### config.mk
export PLATFORM = sky130hd
export DESIGN_NAME = alu_sequencer
export DESIGN_NICKNAME = d
export VERILOG_FILES = /design/src/rtl/alu_sequencer.sv
export SDC_FILE = /design/constraint.sdc
export NUM_CORES = 1
export LEC_CHECK = 0
export CORE_AREA = 2 2 66 68
export CTS_BUF_LIST = sky130_fd_sc_hd__clkbuf_4 sky130_fd_sc_hd__clkbuf_8
export DETAILED_ROUTE_END_ITERATION = 8
export DIE_AREA = 0 0 68 70
export DONT_BUFFER_PORTS = 1
export PLACE_DENSITY_LB_ADDON = 0.3
export SYNTH_ARGS = -nofsm -noshare
export SYNTH_HDL_FRONTEND = slang
export SYNTH_SLANG_ARGS = --single-unit
### constraint.sdc
create_clock -name clk -period 2.7 [get_ports clk]
set_input_delay 0.405 -clock clk [delete_from_list [all_inputs] [get_ports clk]]
set_output_delay 0.405 -clock clk [all_outputs]
set_load 0.005 [all_outputs]
### src/rtl/alu_sequencer.sv
// ============================================================================
//  Module      : alu_sequencer
//  Description : Multi-cycle accumulator sequencer driving an external 8-bit
//                ALU; fetches, decodes, executes, writes back, branches, halts.
//  Revision    : 1.0 - initial release
// ============================================================================
`default_nettype none

module alu_sequencer #(
    parameter logic [3:0] RESET_PC = 4'h0
) (
    input  logic       clk,
    input  logic       rst,
    output logic [3:0] instr_addr,
    input  logic [7:0] instr_data,
    output logic [3:0] data_addr,
    input  logic [7:0] data_rd_data,
    output logic       data_wr_en,
    output logic [7:0] data_wr_data,
    output logic [7:0] alu_a,
    output logic [7:0] alu_b,
    output logic [1:0] ALU_sel,
    output logic [1:0] load_shift,
    input  logic [7:0] alu_result,
    input  logic       alu_cout,
    input  logic       alu_zout,
    output logic [7:0] acc,
    output logic       cflag,
    output logic       zflag,
    output logic       halted
);

    typedef enum logic [2:0] {
        S_FETCH     = 3'd0,
        S_DECODE    = 3'd1,
        S_EXECUTE   = 3'd2,
        S_WRITEBACK = 3'd3,
        S_HALT      = 3'd4
    } state_t;

    localparam logic [3:0] c_OP_LD  = 4'h1;
    localparam logic [3:0] c_OP_ADD = 4'h2;
    localparam logic [3:0] c_OP_SUB = 4'h3;
    localparam logic [3:0] c_OP_NOR = 4'h4;
    localparam logic [3:0] c_OP_SHL = 4'h5;
    localparam logic [3:0] c_OP_SHR = 4'h6;
    localparam logic [3:0] c_OP_CLR = 4'h7;
    localparam logic [3:0] c_OP_ST  = 4'h8;
    localparam logic [3:0] c_OP_JMP = 4'h9;
    localparam logic [3:0] c_OP_JZ  = 4'hA;
    localparam logic [3:0] c_OP_JC  = 4'hB;
    localparam logic [3:0] c_OP_LDI = 4'hC;
    localparam logic [3:0] c_OP_HLT = 4'hF;

    state_t     r_state_q, w_state_d;
    logic [3:0] r_pc_q,    w_pc_d;
    logic [7:0] r_ir_q,    w_ir_d;
    logic [7:0] r_opnd_q,  w_opnd_d;
    logic [7:0] r_acc_q,   w_acc_d;
    logic       r_cflag_q, w_cflag_d;
    logic       r_zflag_q, w_zflag_d;
    logic       w_wr_en;

    logic [3:0] w_op;
    logic [3:0] w_field;
    assign w_op    = r_ir_q[7:4];
    assign w_field = r_ir_q[3:0];

    always_comb begin
        w_state_d = r_state_q;
        w_pc_d    = r_pc_q;
        w_ir_d    = r_ir_q;
        w_opnd_d  = r_opnd_q;
        w_acc_d   = r_acc_q;
        w_cflag_d = r_cflag_q;
        w_zflag_d = r_zflag_q;
        w_wr_en   = 1'b0;
        case (r_state_q)
            S_FETCH: begin
                w_ir_d    = instr_data;
                w_pc_d    = r_pc_q + 4'd1;
                w_state_d = S_DECODE;
            end
            S_DECODE: begin
                if (w_op inside {c_OP_LD, c_OP_ADD, c_OP_SUB, c_OP_NOR})
                    w_opnd_d = data_rd_data;
                else
                    w_opnd_d = {4'h0, w_field};
                w_state_d = S_FETCH;
                case (w_op)
                    c_OP_LD, c_OP_ADD, c_OP_SUB, c_OP_NOR,
                    c_OP_SHL, c_OP_SHR, c_OP_CLR, c_OP_LDI: w_state_d = S_EXECUTE;
                    c_OP_ST:  w_wr_en = 1'b1;
                    c_OP_JMP: w_pc_d  = w_field;
                    c_OP_JZ:  if (r_zflag_q) w_pc_d = w_field;
                    c_OP_JC:  if (r_cflag_q) w_pc_d = w_field;
                    c_OP_HLT: w_state_d = S_HALT;
                    default:  w_state_d = S_FETCH;
                endcase
            end
            S_EXECUTE: begin
                w_state_d = S_WRITEBACK;
            end
            S_WRITEBACK: begin
                w_acc_d   = alu_result;
                w_cflag_d = alu_cout;
                w_zflag_d = alu_zout;
                w_state_d = S_FETCH;
            end
            default: begin
                w_state_d = S_HALT;
            end
        endcase
    end

    // ALU controls are held over EXECUTE and WRITEBACK so the ALU has two cycles to settle.
    always_comb begin
        alu_a      = r_acc_q;
        alu_b      = r_opnd_q;
        ALU_sel    = 2'b00;
        load_shift = 2'b00;
        if (r_state_q == S_EXECUTE || r_state_q == S_WRITEBACK) begin
            case (w_op)
                c_OP_LD, c_OP_LDI: begin
                    alu_a      = r_opnd_q;
                    load_shift = 2'b10;
                end
                c_OP_ADD: ALU_sel    = 2'b10;
                c_OP_SUB: ALU_sel    = 2'b11;
                c_OP_NOR: ALU_sel    = 2'b01;
                c_OP_SHL: load_shift = 2'b01;
                c_OP_SHR: load_shift = 2'b11;
                default:  load_shift = 2'b00;
            endcase
        end
    end

    always_ff @(posedge clk) begin
        if (rst) begin
            r_state_q <= S_FETCH;
            r_pc_q    <= RESET_PC;
            r_ir_q    <= 8'h00;
            r_opnd_q  <= 8'h00;
            r_acc_q   <= 8'h00;
            r_cflag_q <= 1'b0;
            r_zflag_q <= 1'b0;
        end else begin
            r_state_q <= w_state_d;
            r_pc_q    <= w_pc_d;
            r_ir_q    <= w_ir_d;
            r_opnd_q  <= w_opnd_d;
            r_acc_q   <= w_acc_d;
            r_cflag_q <= w_cflag_d;
            r_zflag_q <= w_zflag_d;
        end
    end

    assign instr_addr   = r_pc_q;
    assign data_addr    = r_ir_q[3:0];
    assign data_wr_en   = w_wr_en & ~rst;
    assign data_wr_data = r_acc_q;
    assign acc          = r_acc_q;
    assign cflag        = r_cflag_q;
    assign zflag        = r_zflag_q;
    assign halted       = (r_state_q == S_HALT);

endmodule

`default_nettype wire

[Word-level counts from Yosys, hierarchy flattened]
Cells that the tools add are included.
Storage, ports and cells
  output and inout bits: 48
  register bits: 33
Operators by class
  add/subtract/negate cells: 1
  equality and inequality tests: 20
  bitwise logic cells: 2
  reduce and logical (&&, ||, !) cells: 7
  muxes and demuxes: 15
Operators with widths (number)
  == test 4 bit, second input constant: 6
  two-way mux 8 bit: 3
  == test 4 x 3 -> 1 bit, second input constant: 4
  case mux 2 bit (3 select lines): 2
  case mux 3 bit (4 select lines): 1
  case mux 4 bit (3 select lines): 1
  == test 4 x 2 -> 1 bit, second input constant: 2
  two-way mux 4 bit: 2
  case mux 4 bit (2 select lines): 1
  OR reduction 8 bit: 1
  == test 3 x 2 -> 1 bit, second input constant: 2
  inequality test 3 bit, second input constant: 2
  case mux 3 bit (2 select lines): 1
  adder 4 x 1 -> 4 bit, second input constant: 1
  == test 4 x 1 -> 1 bit, second input constant: 1
  two-way mux 2 bit: 2
  inequality test 4 x 2 -> 1 bit, second input constant: 1
  AND reduction 4 bit: 1
  nonzero test 4 bit: 1
  == test 3 x 1 -> 1 bit, second input constant: 1
  == test 3 bit, second input constant: 1
  zero test 3 bit: 1
  two-way mux 1 bit: 2
  nonzero test 2 bit: 1
  other kinds (4): 4

[Logic depth before layout (Yosys ltp)]
  word-level depth: 4
  depth in mapped cells: 6
  mapped depth without buffers: 4

[Least setup slack after synthesis]
OpenSTA, ideal clock, no wires.
  path type: register -> output
  from: register r_ir_q[7]
  to: output port alu_a[0]
  slack: 752 ps
  stages on the path, launching flop included: 6
  data required time: 2295 ps
  arrival time: 1543 ps
  path through: dfxtp_1 > clkbuf_1 > a21oi_1 > or3_1 > clkbuf_1 > mux2_2
Between the ends
  cells in the longest elaborated chain, start to end: 4
  elaborated cells between the ends (all ways): 5
Ends and longest elaborated chain
  from (decl): line 57  | logic [7:0] r_ir_q, w_ir_d;
  from (signal assigned): line 150  | r_ir_q <= w_ir_d;
  == test 4 x 1 -> 1 bit or == test 4 bit (tied branches): line 123  | case (w_op)
  OR reduction 2 bit (*): line 123
  two-way mux 8 bit (*): line 123
  two-way mux 8 bit (*): line 122  | if (r_state_q == S_EXECUTE || r_state_q == S_WRITEBACK) begin
  to (decl): line 20  | output logic [7:0] alu_a,
Every way passes the cells marked *; elsewhere a longest branch is shown, timed or not.

[Worst setup path in the final report]
  from: register r_ir_q[4]
  to: output port alu_a[2]
Same word-level chain as after synthesis.

==> summary.txt <==
Status
  – Status: finished, final reports clean

Critical path
  – R2r setup slk: 0.70 ns
  – Critical Path AT: 2.04 ns
  – WP data required: 2.30 ns
  – Critical R2R Capture: instr_addr[2]
  – Crit-path max FO: 14
  – Worst R2R Start: r_state_q[0]
  – Crit end category: output port
  – Critical setup path kind: flip-flop to output port
  – Worst setup SP type: flip-flop
  – R2R cell count: 4

Timing
  – Final Hold Fails: 0
  – Worst hold slack: 0.183 ns
  – Slew @ Worst Pin: 0.683 ns
  – Min cycle time layout: 2.44 ns
  – Relative slew slack: 0.543
  – Setup TNS: 0 ns
  – Max-slew violation count: 0
  – Fmax: 0.409 GHz
  – Final period util: 0.906
  – RSZ-0062 raised after global routing: false
  – Worst setup margin: 0.255 ns
  – Final setup vio count: 0
  – Clock skew: 0.00852 ns

Routing
  – DRC: 0
  – DRT Pass-1 Iters: 4
  – Highest Signal Layer: met4
  – Final WL: 3880 um
  – Total number of vias: 1315
  – DR WL/cell: 16.6 um
  – Met2 WL: 1800 um
  – Drt initial violations: 53
  – WL met1: 1640 um
  – Via density: 5.64
  – Remaining antenna violation count: 0
  – Metal3 WL: 343 um

Clocking
  – Htree depth: 2
  – TritonCTS clock tree: yes
  – Clk sinks: 33
  – Reg clk slew, reported paths: 0.07 ns
  – # Post-CTS Setup Buffers: 0
  – Root buffer cell: clkbuf_8
  – Max Root-Sink Buffers: 2
  – CTS Hold Bufs: 0
  – Clk_lat worst skew: 0.28 ns
  – CTS buffer count: 5
  – Post-CTS resize count: 0

Logic synthesis
  – Post-Synthesis Cells: 199
  – Compound-Gate Fraction of Synth Area: 0.134
  – Post-synth ARST share: 0
  – Mapped Area: 1730 um^2
  – Post-Synth XOR/XNOR Area: 0.00505
  – Commonest register cell after synthesis: dfxtp_1
  – Mux contribution to synthesized area: 0.145
  – Post-synth EDFFs: 0
  – Syn_nets: 228
  – Synth Area in Simple Gates: 0.231
  – Seq/Total Area, Yosys: 0.381
  – Leading area contributor after synthesis: dfxtp_1
  – Area contributors post-synth: dfxtp_1 38%, mux2i_1 8.7%, mux2_2 5.8%
  – Post-Synth Adder-Cell Area: 0.00722
  – Yosys warnings: 0
  – Post-synthesis cell type count: 41
  – Yosys reg bits: 33
  – Syn Area/Cell: 8.71 um^2
  – Share of the synthesized area in the top cell type: 0.381
  – Largest family of logic cells by synthesized area: simple AND/OR/NAND/NOR gates

Floorplan
  – Total I/O pin count: 76
  – Die Span Y: 70 um
  – Core region area: 4140 um^2
  – Initial Utilization: 0.418
  – Die span in x: 68 um
  – Die ar.: 4760 um^2
  – Rows: 24

Flow run
  – Maxcap violations: 0

Min path
  – Min-Delay Path Depth: 1
  – Min-delay src: rst
  – Hold path endpoint: r_ir_q[3]
  – Hold crit path type: primary input to flip-flop

Placement
  – DP Area: 1650 um^2
  – Post-DP HPWL: 2750 um
  – Port buffer count: 0
  – GPL Wtd Cong: 0.801
  – Pre-CTS setup slack: 0.574 ns

Layout
  – Most common cell after layout, fill and taps aside: dfxtp_1
  – Share of cells above drive strength 1: 0.144
  – Area of the multi-input gates: 905 um^2
  – Diode count: 0
  – Area grow syn2layout: 2.09%
  – Fin nets: 209
  – Storage cell area: 661 um^2
  – Fillers: 407
  – Most frequent cells in the layout: 33 x dfxtp_1, 24 x nand2_1, 18 x a21oi_1, 18 x nor2_1, 15 x mux2i_1
  – Post-route cell area: 1770 um^2
  – Fin util: 0.427

Global routing
  – Initial antenna violation count: 0
  – Largest net degree at the start of global routing: 36
  – First-pass GRT wire length: 5950 um
  – Tot GR Track Use: 0.167
  – Vias in the first global route: 1230
  – Total grt overflow: 0

Power
  – Worst vdd ir: 0.000340 V
  – LEAKAGE: 0.703 nW
  – Pwr dens: 672 nW/um^2
## how the worst max path moves through the flow
stage,from,endpoint,cells past startpoint
after floorplan,r_ir_q[7],alu_a[0],5
after global routing,r_ir_q[4],alu_a[6],4
after detailed placement,r_ir_q[6],alu_a[2],4
after CTS,r_ir_q[4],alu_a[2],4
after global placement,r_ir_q[4],alu_a[4],4
final,r_ir_q[4],alu_a[2],4
## cell families (layout without fill, tap and decap cells)
logic type | count (synthesis) | in the layout
AND/OR/NAND/NOR | 76 | 76
AO/OA/AOI/OAI | 35 | 35
flip-flops | 33 | 33
buffers and inverters | 29 | 11
multiplexers | 24 | 24
adder cells (fa/ha/maj) | 1 | 1
XOR/XNOR | 1 | 1
## area by class of cell
type,count,share of cell area
clock inverter,1,0.0170
multi-input combinational,137,0.511
inverter,1,0.00212
clock buffer,7,0.0509
sequential,33,0.373
tap,52,0.0368
timing repair buffer,2,0.00849
## routing by layer
metal | global-route usage | up-vias
li1 | - | 649
met1 | 0.193 | 597
met2 | 0.259 | 58
met3 | 0.0628 | 11
met4 | 0.0911 | 0
met5 | 0 | -
## Yosys cell counts (2+ instances only)
library cell	n
mux2i_1	15
nor2_1	18
nor3_1	7
o21ai_0	3
nand3_1	5
or3_1	2
a31oi_1	2
a21oi_1	18
nand2_1	24
a211oi_1	4
clkbuf_1	12
mux2_2	9
nor3b_1	4
buf_4	13
nor2b_1	2
dfxtp_1	33
nand3b_1	3
buf_2	2
## where the power goes
group	switching, mW	leakage (nW)	internal (mW)	total, mW
Sequential	0.0487	0.270	0.517	0.566
Clock	0.173	0.0619	0.311	0.484
Combinational	0.0749	0.371	0.0643	0.139
## stage by stage
stage	instances	total power [mW]
floorplan	199	0.702
global placement	225	0.710
detailed placement	225	0.718
CTS	233	1.21
global route	233	1.25
finish	233	1.19
## critical path, cell delays in order (launching register included)
cell,delay (ns)
dfxtp_1,0.56
nor3b_1,0.23
a21oi_1,0.05
or3_1,0.55
mux2_2,0.36
## flip-flops by register name, indices dropped and copies added (netlist names)
register and count:
acc 8, alu_b 8, cflag 1, instr_addr 4, r_ir_q 8, r_state_q 3
zflag 1
(Power assumes the default switching activity.)
